**config.mk**
```make
export PLATFORM = sky130hd
export DESIGN_NAME = id_ex_stage
export DESIGN_NICKNAME = d
export VERILOG_FILES = /design/src/rtl/id_ex_stage.sv
export SDC_FILE = /design/constraint.sdc
export NUM_CORES = 1
export LEC_CHECK = 0
export CAP_MARGIN = 25
export CORE_MARGIN = 2
export CORE_UTILIZATION = 39
export CTS_BUF_LIST = sky130_fd_sc_hd__clkbuf_8
export CTS_CLUSTER_SIZE = 16
export DETAILED_ROUTE_END_ITERATION = 6
export GPL_TIMING_DRIVEN = 1
export PLACE_DENSITY_LB_ADDON = 0.05
export SYNTH_ARGS = -nofsm -noshare
export SYNTH_HDL_FRONTEND = slang
export SYNTH_SLANG_ARGS = --single-unit
```
**constraint.sdc**
```tcl
create_clock -name clk -period 1.88 [get_ports clk]
set_clock_uncertainty 0.15 [all_clocks]
set_input_delay 0.376 -clock clk [delete_from_list [all_inputs] [get_ports clk]]
set_output_delay 0.376 -clock clk [all_outputs]
set_load 0.01 [all_outputs]
```
**src/rtl/id_ex_stage.sv**
```systemverilog
// id_ex_stage: ID/EX pipeline register of the 5-stage MIPS core.
//
// Registers the decoded control bundles and operands from ID, resolves the
// write-back register, detects load-use hazards against the instruction held
// here, and inserts bubbles on hazard or flush. Holds on a global stall.
//
// Ports:
//   clk, rst_n          clock, asynchronous active-low reset
//   stall_i             global stall: every register (and the counter) holds
//   flush_i             ID instruction is squashed (taken branch/jump)
//   id_*                decoded control, operands and specifiers from ID
//   ex_*                registered copies for EX; ex_wreg is the resolved
//                       destination, ex_valid is 0 for a bubble
//   load_use_o          combinational load-use hazard flag to the front end
//   bubble_cnt          saturating count of load-use bubbles
module id_ex_stage #(
    parameter int unsigned DW   = 32,
    parameter int unsigned CNTW = 16
) (
    input  logic            clk,
    input  logic            rst_n,
    input  logic            stall_i,
    input  logic            flush_i,
    input  logic [1:0]      id_wb,
    input  logic [1:0]      id_m,
    input  logic [5:0]      id_ex,
    input  logic            id_shift,
    input  logic            id_jal,
    input  logic [DW-1:0]   id_rs_data,
    input  logic [DW-1:0]   id_rt_data,
    input  logic [DW-1:0]   id_imm,
    input  logic [DW-1:0]   id_pc4,
    input  logic [4:0]      id_rs,
    input  logic [4:0]      id_rt,
    input  logic [4:0]      id_rd,
    input  logic [4:0]      id_shamt,
    output logic [1:0]      ex_wb,
    output logic [1:0]      ex_m,
    output logic [5:0]      ex_ex,
    output logic            ex_shift,
    output logic            ex_jal,
    output logic [DW-1:0]   ex_rs_data,
    output logic [DW-1:0]   ex_rt_data,
    output logic [DW-1:0]   ex_imm,
    output logic [DW-1:0]   ex_pc4,
    output logic [4:0]      ex_rs,
    output logic [4:0]      ex_rt,
    output logic [4:0]      ex_shamt,
    output logic [4:0]      ex_wreg,
    output logic            ex_valid,
    output logic            load_use_o,
    output logic [CNTW-1:0] bubble_cnt
);

    logic [1:0]      wb_q, wb_d;
    logic [1:0]      m_q, m_d;
    logic [5:0]      ex_q, ex_d;
    logic            shift_q, shift_d;
    logic            jal_q, jal_d;
    logic [DW-1:0]   rs_data_q, rs_data_d;
    logic [DW-1:0]   rt_data_q, rt_data_d;
    logic [DW-1:0]   imm_q, imm_d;
    logic [DW-1:0]   pc4_q, pc4_d;
    logic [4:0]      rs_q, rs_d;
    logic [4:0]      rt_q, rt_d;
    logic [4:0]      shamt_q, shamt_d;
    logic [4:0]      wreg_q, wreg_d;
    logic            valid_q, valid_d;
    logic [CNTW-1:0] cnt_q, cnt_d;

    logic       load_use;
    logic [4:0] wreg_sel;

    // Both source fields are compared regardless of instruction format; the
    // occasional spurious stall is cheaper than decoding which fields are read.
    assign load_use = valid_q & m_q[1] & (rt_q != 5'd0) &
                      ((rt_q == id_rs) | (rt_q == id_rt));

    // Link writes $ra; otherwise RegDst picks rd (R-type) over rt (I-type).
    assign wreg_sel = id_jal ? 5'd31 : (id_ex[5] ? id_rd : id_rt);

    always_comb begin
        wb_d      = wb_q;
        m_d       = m_q;
        ex_d      = ex_q;
        shift_d   = shift_q;
        jal_d     = jal_q;
        rs_data_d = rs_data_q;
        rt_data_d = rt_data_q;
        imm_d     = imm_q;
        pc4_d     = pc4_q;
        rs_d      = rs_q;
        rt_d      = rt_q;
        shamt_d   = shamt_q;
        wreg_d    = wreg_q;
        valid_d   = valid_q;
        cnt_d     = cnt_q;

        if (!stall_i) begin
            if (load_use || flush_i) begin
                // Bubble: all-zero so forwarding sees register 0 and no writes.
                wb_d      = '0;
                m_d       = '0;
                ex_d      = '0;
                shift_d   = 1'b0;
                jal_d     = 1'b0;
                rs_data_d = '0;
                rt_data_d = '0;
                imm_d     = '0;
                pc4_d     = '0;
                rs_d      = '0;
                rt_d      = '0;
                shamt_d   = '0;
                wreg_d    = '0;
                valid_d   = 1'b0;
                // Only load-use bubbles are counted, even when a flush coincides.
                if (load_use && (cnt_q != {CNTW{1'b1}})) begin
                    cnt_d = cnt_q + CNTW'(1);
                end
            end else begin
                wb_d      = id_wb;
                m_d       = id_m;
                ex_d      = id_ex;
                shift_d   = id_shift;
                jal_d     = id_jal;
                rs_data_d = id_rs_data;
                rt_data_d = id_rt_data;
                imm_d     = id_imm;
                pc4_d     = id_pc4;
                rs_d      = id_rs;
                rt_d      = id_rt;
                shamt_d   = id_shamt;
                wreg_d    = wreg_sel;
                valid_d   = 1'b1;
            end
        end
    end

    always_ff @(posedge clk or negedge rst_n) begin
        if (!rst_n) begin
            wb_q      <= '0;
            m_q       <= '0;
            ex_q      <= '0;
            shift_q   <= 1'b0;
            jal_q     <= 1'b0;
            rs_data_q <= '0;
            rt_data_q <= '0;
            imm_q     <= '0;
            pc4_q     <= '0;
            rs_q      <= '0;
            rt_q      <= '0;
            shamt_q   <= '0;
            wreg_q    <= '0;
            valid_q   <= 1'b0;
            cnt_q     <= '0;
        end else begin
            wb_q      <= wb_d;
            m_q       <= m_d;
            ex_q      <= ex_d;
            shift_q   <= shift_d;
            jal_q     <= jal_d;
            rs_data_q <= rs_data_d;
            rt_data_q <= rt_data_d;
            imm_q     <= imm_d;
            pc4_q     <= pc4_d;
            rs_q      <= rs_d;
            rt_q      <= rt_d;
            shamt_q   <= shamt_d;
            wreg_q    <= wreg_d;
            valid_q   <= valid_d;
            cnt_q     <= cnt_d;
        end
    end

    assign ex_wb      = wb_q;
    assign ex_m       = m_q;
    assign ex_ex      = ex_q;
    assign ex_shift   = shift_q;
    assign ex_jal     = jal_q;
    assign ex_rs_data = rs_data_q;
    assign ex_rt_data = rt_data_q;
    assign ex_imm     = imm_q;
    assign ex_pc4     = pc4_q;
    assign ex_rs      = rs_q;
    assign ex_rt      = rt_q;
    assign ex_shamt   = shamt_q;
    assign ex_wreg    = wreg_q;
    assign ex_valid   = valid_q;
    assign load_use_o = load_use;
    assign bubble_cnt = cnt_q;

endmodule

```
After elaboration in Yosys (flattened, before gate mapping)

Cells that the tools add are included.

Register bits after elaboration: 177
Output and inout bits: 178
Bits of input ports: 164

Muxes and demuxes: 16
Eq/ne operators: 3
Reductions and logical operators: 4
Add/sub/neg operators: 1
Bitwise operators: 5

Operators by type and width:

| kind                  | number |
|---|---|
| $mux 32               | 4 |
| $mux 5                | 6 |
| $add 16x1->16 const B | 1 |
| $ne 16x16->1 const B  | 1 |
| $eq 5x5->1            | 2 |
| $mux 6                | 1 |
| $reduce_bool 5->1     | 1 |
| $mux 2                | 2 |
| $and 1x1->1           | 3 |
| $mux 1                | 3 |
| $reduce_and 3->1      | 1 |
| $logic_and 1x1->1     | 1 |
| $logic_or 1x1->1      | 1 |
| $not 1->1             | 1 |
| $or 1x1->1            | 1 |

Logic depth before layout (Yosys ltp)

Depth in word-level cells: 5
Mapped depth: 7

Least setup slack after synthesis

Ideal clock, no wire load.

Path type: register to register
From: register rt_q[1] (netlist: ex_rt[1])
To: register wreg_q[0] (netlist: ex_wreg[0])
Required time: 1.638 ns
Path slack: -0.163 ns
Arrival time: 1.801 ns
Path buffers: 2
Clock period less this slack: 2.043 ns
Stages on the path, launching flop included: 7
Library setup time: 0.092 ns
Cells stage by stage: dfrtp_1 > or4_1 > o211ai_2 > o21bai_2 > buf_6 > buf_6 > o31ai_2

Longest elaborated chain between the ends: 5

Ends and longest elaborated chain:

| what                                            | line   | RTL |
|---|---|---|
| start, declared                                 | 65     | `logic [4:0] rt_q, rt_d;` |
| start signal, assigned                          | 167    | `rt_q <= rt_d;` |
| $eq 5x5->1 or $reduce_bool 5->1 (tied branches) | 77, 76 |  |
| $or 1x1->1 or $and 1x1->1 (tied branches)       | 77, 76 |  |
| $and 1x1->1 (*)                                 | 76     | `assign load_use = valid_q & m_q[1] & (rt_q != 5'd0) &` |
| $logic_or 1x1->1 (*)                            | 100    | `if (load_use \|\| flush_i) begin` |
| $mux 5 (*)                                      | 100    |  |
| end signal, assigned                            | 169    | `wreg_q <= wreg_d;` |
| end, declared                                   | 67     | `logic [4:0] wreg_q, wreg_d;` |

Mark *: on every way between the ends. The rest lies on a longest branch, timed or not.
A chain may end at the register's enable or synchronous reset.

Final worst setup path

From: register rt_q[1] (netlist: ex_rt[1])
To: output port load_use_o

Longest elaborated chain between the ends: 3

Ends and longest elaborated chain:

| what                                            | line   | RTL |
|---|---|---|
| $eq 5x5->1 or $reduce_bool 5->1 (tied branches) | 77, 76 |  |
| $or 1x1->1 or $and 1x1->1 (tied branches)       | 77, 76 |  |
| $and 1x1->1 (*)                                 | 76     |  |
| end, declared                                   | 51     | `output logic load_use_o,` |

Marks and branches as above.

==> run summary <==
Final Hold Viols -> 0
Avg Inst Size Synth -> 9.71 um2
Worst R2R Setup Slack -> -0.50 ns
area delta synth->final -> 70.1%
pin count of the biggest net entering global routing -> 214
Ys Warns -> 0
Worst Path Arrival -> 1.86 ns
final setup fails -> 178
Die Span X -> 145 um
gp weighted congestion -> 0.792
RSZ-0062 raised after global routing -> yes
worst reg2reg endpoint -> ex_wreg[1]
Mapped Nets -> 959
MaxCap Viol Count -> 0
Die Area -> 20900 um2
FILL cells -> 1643
Starting DRT DRC Count -> 332
min cycle time layout -> 2.39 ns
outcome -> finished, violations left
DRC violations left -> 0
worst reg2reg startpoint -> ex_rt[1]
Max H-tree Level -> 4
multi-input logic area -> 3310 um2
Util after Layout -> 67.4%
distinct cell type count after synthesis -> 30
FMAX -> 0.419 GHz
Required @ worst endpoint -> 1.35 ns
final worst slack -> -0.505 ns
CP endpoint kind -> primary output
Register Area -> 4430 um2
GRT overflow -> 0
clk sinks -> 177
post-route ant nets -> 0
Max Root-Sink Buffers -> 2
VDD IR max -> 444 uV
failing checks -> negative setup slack
CORE AREA -> 19500 um2
aggregate global-route resource usage -> 21.3%
slew margin rel. -> 45.3%
TNS Setup -> -77.88 ns
port bufs -> 341
CTS buffer count -> 17
CTS tree -> done
hpwl dp -> 16.0 mm
I/O pins -> 342
#FFs+latches synth -> 177
die height -> 145 um
Syn Inst Count -> 794
CTS clk-pin slew, worst paths -> 0.10 ns
initial antenna violation count -> 1
reg2reg path depth -> 9
1st-pass router iterations -> 6
Row Count -> 51
first-pass GRT wire length -> 34.4 mm
crit path kind -> reg -> out
Initial Util -> 39.6%
clk root buf -> clkbuf_8
PwrDens -> 662 nW/um2
worst-skew pair later-pin latency -> 0.45 ns
Max Fanout on Critical Path -> 2
leak pwr -> 8.00 nW
WL per Instance -> 16.6 um
fin nets -> 1329
Post-Route WL -> 23.9 mm
Slew Limit Fails -> 0
Post-Synthesis Cell Area -> 7710 um2
vias per cell -> 4.73
vias in the first global route -> 6352
sequential fraction of the synthesis area -> 57.4%
share of layout cells above drive strength 1 -> 16.1%
Hold WC Path Type -> in -> async
Worst Max-Slew Pin Slew -> 0.821 ns
routed via count -> 6819
CP Launch Type -> flip-flop
Tcrit/Tclk final -> 127%
[routing by layer]
layer  track usage, %  part of all wire, %
met1             26.6                   40
met2             34.6                   50
met3             7.78                  8.2
met4             6.64                  1.9
met5                0                    0
[layout by cell type (no fill, tap or decap), drive strengths merged, types with 2 or more instances in the layout]
master and instances:
nor2 7, xnor2 2, clkinv 3, clkinvlp 2, dfrtp 177, and3 2
o31ai 5, a211oi 5, inv 12, xor2 23, nand3 8, nor2b 5
nor4 3, nand2b 155, buf 61, clkbuf 24, o21ai 156, or3 2
nand2 165, dlymetal6s2s 177, clkdlybuf4s50 161, nor3 12
[cells in the mapped netlist]
cell,count,share of area (%)
xor2_1,23,2.6
a22oi_2,1,0.16
o21bai_2,1,0.15
nand3_1,8,0.52
ha_1,1,0.16
a211oi_1,5,0.49
mux2_2,1,0.15
o21ai_0,156,10
or3_1,2,0.16
dfrtp_1,177,57
and3_1,2,0.16
nand2b_1,155,13
nor4_1,2,0.16
o211ai_2,1,0.16
or4_1,1,0.097
buf_4,1,0.097
nor4b_1,1,0.11
a311o_2,1,0.15
o31ai_2,4,0.65
nor2_1,7,0.34
inv_1,2,0.097
clkbuf_1,45,2.2
xnor2_1,2,0.23
nor3b_1,1,0.097
nor4_2,1,0.16
nor2b_1,5,0.41
o31ai_1,1,0.097
buf_6,10,1.5
nand2_1,165,8.0
nor3_1,12,0.78
[power by group]
part	switching, mW	internal, mW
logic	0.870	1.10
registers	0.151	4.09
clock network	1.51	0.959
total	2.54	6.15
[repair_timing]
action | in CTS | in global routing
endpoints found under the setup margin | 355 | 355
buffers inserted | 2 | 4
hold buffers | 1 | 0
pin swaps | 3 | 4
cloned | 0 | 7
hold endpoints to repair | 177 | 0
resized for setup | 109 | 310
[registers in the layout, summed over array words and instances, names as in the netlist]
register	count
ex_jal	1
ex_wb	2
ex_ex	6
ex_m	2
ex_shift	1
ex_rs_data	32
ex_wreg	5
ex_rt_data	32
ex_valid	1
ex_imm	32
ex_pc4	32
ex_rt	5
ex_shamt	5
bubble_cnt	16
ex_rs	5
[per-stage QoR]
| step | hold WS, ns | power [mW] | std cells | cell area, um2 | setup WS, ns |
|---|---|---|---|---|---|
| floorplan | -0.0696 | 4.92 | 794 | 7730 | -0.151 |
| global placement | 0.0420 | 6.15 | 1397 | 11700 | -0.855 |
| detailed placement | 0.0393 | 6.17 | 1397 | 11700 | -0.815 |
| CTS | 0.109 | 8.69 | 1432 | 12200 | -0.534 |
| global route | 0.0948 | 9.14 | 1443 | 13100 | -0.579 |
| finish | 0.137 | 8.68 | 1443 | 13100 | -0.505 |
[cell type report]
cell class,count,area share (%)
antenna,1,0.0191
tap,265,2.53
multi-input combinational,559,25.3
sequential,177,33.8
clock inverter,15,0.944
timing repair buffer,407,35.6
clock buffer,17,1.78
inverter,2,0.0572
[how the worst max path moves through the flow]
stage / from / end / slack [ns] / depth (start not counted)
2_1_floorplan: ex_rt[1] / ex_wreg[0] / -0.15 / 6
3_3_place_gp: id_rs[2] / load_use_o / -0.86 / 6
3_5_place_dp: id_rs[2] / load_use_o / -0.81 / 6
4_1_cts: ex_rt[1] / load_use_o / -0.53 / 4
5_1_grt: ex_rt[1] / load_use_o / -0.58 / 4
6_report: ex_rt[1] / load_use_o / -0.51 / 4
[kinds of logic after synthesis]
group	synth area share, %
compound gates	12.0
xor+xnor	2.84
fa+ha+maj	0.162
buf+inv	3.84
flops	57.4
mux	0.146
simple gates	23.6
[worst max-delay path, cell delays in order (launching register included)]
cell and delay, ns:
dfrtp_2 0.41, or4_4 0.56, o211ai_4 0.23, nor2_2 0.07, buf_2 0.15
Power figures use the tool's default switching activity.
